===== config.mk =====
export PLATFORM = sky130hd
export DESIGN_NAME = rx_state_machine
export DESIGN_NICKNAME = d
export VERILOG_FILES = /design/src/rtl/rx_state_machine.sv
export SDC_FILE = /design/constraint.sdc
export NUM_CORES = 1
export LEC_CHECK = 0
export CAP_MARGIN = 10
export CORE_AREA = 3 3 40 42
export DETAILED_ROUTE_END_ITERATION = 8
export DIE_AREA = 0 0 43 45
export DONT_BUFFER_PORTS = 1
export PLACE_DENSITY_LB_ADDON = 0.2
export SLEW_MARGIN = 5
export SYNTH_ARGS = -nofsm -noshare
export SYNTH_HDL_FRONTEND = slang
export SYNTH_SLANG_ARGS = --single-unit

===== constraint.sdc =====
create_clock -name clk -period 3.05 [get_ports clk]
set_clock_uncertainty 0.1 [all_clocks]
set_input_delay 0.61 -clock clk [delete_from_list [all_inputs] [get_ports clk]]
set_output_delay 0.61 -clock clk [all_outputs]
set_load 0.02 [all_outputs]

===== src/rtl/rx_state_machine.sv =====
// rx_state_machine: UART receive control FSM that detects and confirms a start bit, then enables the datapath until the frame is done.
module rx_state_machine (
    input  logic clk,
    input  logic reset,
    input  logic Rx,
    input  logic Btu,
    input  logic Done,
    output logic DoIt,
    output logic Start
);
    typedef enum logic [1:0] {
        IDLE    = 2'b00,
        START   = 2'b01,
        RECEIVE = 2'b10,
        ILLEGAL = 2'b11
    } state_t;
    state_t state, nxt;
    // Rx high in START beats Btu so a glitch never reaches RECEIVE
    always_comb
        nxt = (state == IDLE)    ? (Rx ? IDLE : START) :
              (state == START)   ? (Rx ? IDLE : (Btu ? RECEIVE : START)) :
              (state == RECEIVE) ? (Done ? IDLE : RECEIVE) : IDLE;
    // Outputs are registered from the next state so they track the state register exactly
    always_ff @(posedge clk)
        if (reset) begin
            state <= IDLE;
            Start <= 1'b0;
            DoIt  <= 1'b0;
        end else begin
            state <= nxt;
            Start <= nxt == START;
            DoIt  <= nxt == START || nxt == RECEIVE;
        end
endmodule


==> impl_metrics.env <==
export IMPL_status="finished clean"
export IMPL_total_power_mw=0.132
export IMPL_wl_per_cell_um=10.1
export IMPL_r2r_start="state[1]$_SDFF_PP0_"
export IMPL_drt_wl_total_um=312
export IMPL_postCtsHoldBufs=0
export IMPL_cts_root_buf="clkbuf_4"
export IMPL_netlist_instances=13
export IMPL_ir_drop_uv=190
export IMPL_rows=13
export IMPL_clockBufferDepth=2
export IMPL_die_w_um=43
export IMPL_instances_no_fill=31
export IMPL_grt_pass1_wl_um=483
export IMPL_htree_levels=1
export IMPL_core_mm2=0.00128
export IMPL_power_density_mw_per_mm2=669
export IMPL_num_antenna_cells=0
export IMPL_slew_headroom=0.838
export IMPL_cts_buffers=3
export IMPL_syn_nets=19
export IMPL_postLayoutSetupSlackWorst_ns=1.68
export IMPL_netlist_area_um2=156
export IMPL_initial_utilization=0.122
export IMPL_cp_end_kind="primary output"
export IMPL_drc_errors=0
export IMPL_nets=24
export IMPL_die_area_mm2=0.00194
export IMPL_via_count=105
export IMPL_worstPathRequired_ns=2.34
export IMPL_grt_pass1_vias=109
export IMPL_drt_iter0_drc=4
export IMPL_tns_ns=0
export IMPL_die_h_um=45
export IMPL_fmax_mhz=731
export IMPL_start_kind="register"
export IMPL_rsz0062_at_grt="false"
export IMPL_pin_count=7
export IMPL_clk_pin_slew_worst_paths_ns=0.04
export IMPL_clk_latency_ns=0.24
export IMPL_ys_ff_latch=4
export IMPL_fin_area_um2=198
export IMPL_ff2ff_path_depth=4
export IMPL_grt_total_usage=0.0425
export IMPL_syn_to_final_growth_pct=26.4
export IMPL_hold_end="DoIt$_SDFF_PP0_"
export IMPL_overflow=0
export IMPL_ys_seq_area_frac=0.512
export IMPL_dp_slack_ns=1.60
export IMPL_path_class="register to primary output"
export IMPL_report_final_slew_viol_count=0
export IMPL_ant_nets=0
export IMPL_nFillCells=141
export IMPL_fin_crit_sh=0.448
export IMPL_gp_congestion=0.519
export IMPL_multi_input_area_um2=76.3
export IMPL_ys_types=9
export IMPL_holdPathStages=1
export IMPL_utilization=0.154
export IMPL_cts_num_sinks=4
export IMPL_r2r_end="DoIt$_SDFF_PP0_"
export IMPL_cts_tree="done"
export IMPL_cp_max_fo=1
export IMPL_first_pass_iters=2
export IMPL_setup_violations=0
export IMPL_placed_area_um2=175
export IMPL_drt_vias_per_instance=3.39
export IMPL_grt_max_degree=5
export IMPL_power_leakage_nw=0.0867
export IMPL_min_path_type="primary input to register"
export IMPL_avgSynthCellArea_um2=12.0
export IMPL_postCtsResizedCells=0
export IMPL_period_needed_ns=1.37
export IMPL_worst_pin_slew_ns=0.243
export IMPL_place_inst=28
export IMPL_yosys_warnings=0
export IMPL_fin_hold_ws_ns=0.337
export IMPL_postCtsSetupBuffers=0
export IMPL_io_buffer_count=0
export IMPL_rrSetupSlack_ns=1.85
export IMPL_arrival_ns=0.66
export IMPL_max_cap_violations=0
export IMPL_hold_viol=0
export IMPL_drive_above_1_share=0.250
export IMPL_antenna_found_initial=0
export IMPL_worstHoldStart="reset"
export IMPL_register_area_um2=80.1
-- cell families (layout without fill, tap and decap cells) --
group	Yosys count	count (layout)	synth area share
buffers and inverters	0	3	0
and+or+nand+nor	6	6	0.264
AOI/OAI and AO/OA	2	2	0.144
adders and majority gates	1	1	0.0800
DFF	4	4	0.512
-- where the power goes --
group | switching (mW) | total, mW | internal, mW
Clock | 0.0229 | 0.0670 | 0.0441
Sequential | 0.00401 | 0.0597 | 0.0557
Combinational | 0.00208 | 0.00567 | 0.00359
-- cell usage in the layout (no fill, tap or decap) --
cell type / instances
nor2_1: 2
ha_1: 1
and2b_1: 1
nor3b_1: 1
nor2b_1: 1
and4bb_1: 1
dfxtp_1: 4
clkbuf_4: 3
o21ba_1: 1
a211oi_2: 1
-- routing by layer --
| layer | track usage | vias up | wire length (um) |
|---|---|---|---|
| li1 | - | 52 | - |
| met1 | 0.0458 | 44 | 159 |
| met2 | 0.0329 | 9 | 82 |
| met3 | 0.0717 | 0 | 71 |
| met4 | 0.0181 | 0 | 0 |
| met5 | 0 | - | 0 |
-- flip-flops by register name (all words and copies together), names as in the netlist --
name,count
Start,1
DoIt,1
state,2
-- final cells by class --
cell class,instances,area share
Clock buffer,3,0.114
Tap cell,15,0.0949
Multi-Input combinational cell,9,0.386
Sequential cell,4,0.405
-- synth_stat cells, drive strengths merged --
cell type / n / area share
nor2: 2 / 0.048
nor3b: 1 / 0.048
a211oi: 1 / 0.080
and2b: 1 / 0.048
o21ba: 1 / 0.064
dfxtp: 4 / 0.51
and4bb: 1 / 0.080
nor2b: 1 / 0.040
ha: 1 / 0.080
-- how the worst max path moves through the flow --
| stage | end | from | cells past startpoint | slack, ns |
|---|---|---|---|---|
| CTS | Start | Start$_SDFF_PP0_ | 0 | 1.67 |
| detailed placement | DoIt$_SDFF_PP0_ | Rx | 4 | 1.60 |
| global route | Start | Start$_SDFF_PP0_ | 0 | 1.66 |
| floorplan | DoIt$_SDFF_PP0_ | Rx | 4 | 1.64 |
| global placement | DoIt$_SDFF_PP0_ | Done | 4 | 1.58 |
| finish | DoIt | DoIt$_SDFF_PP0_ | 0 | 1.68 |
Power figures use the tool's default switching activity.
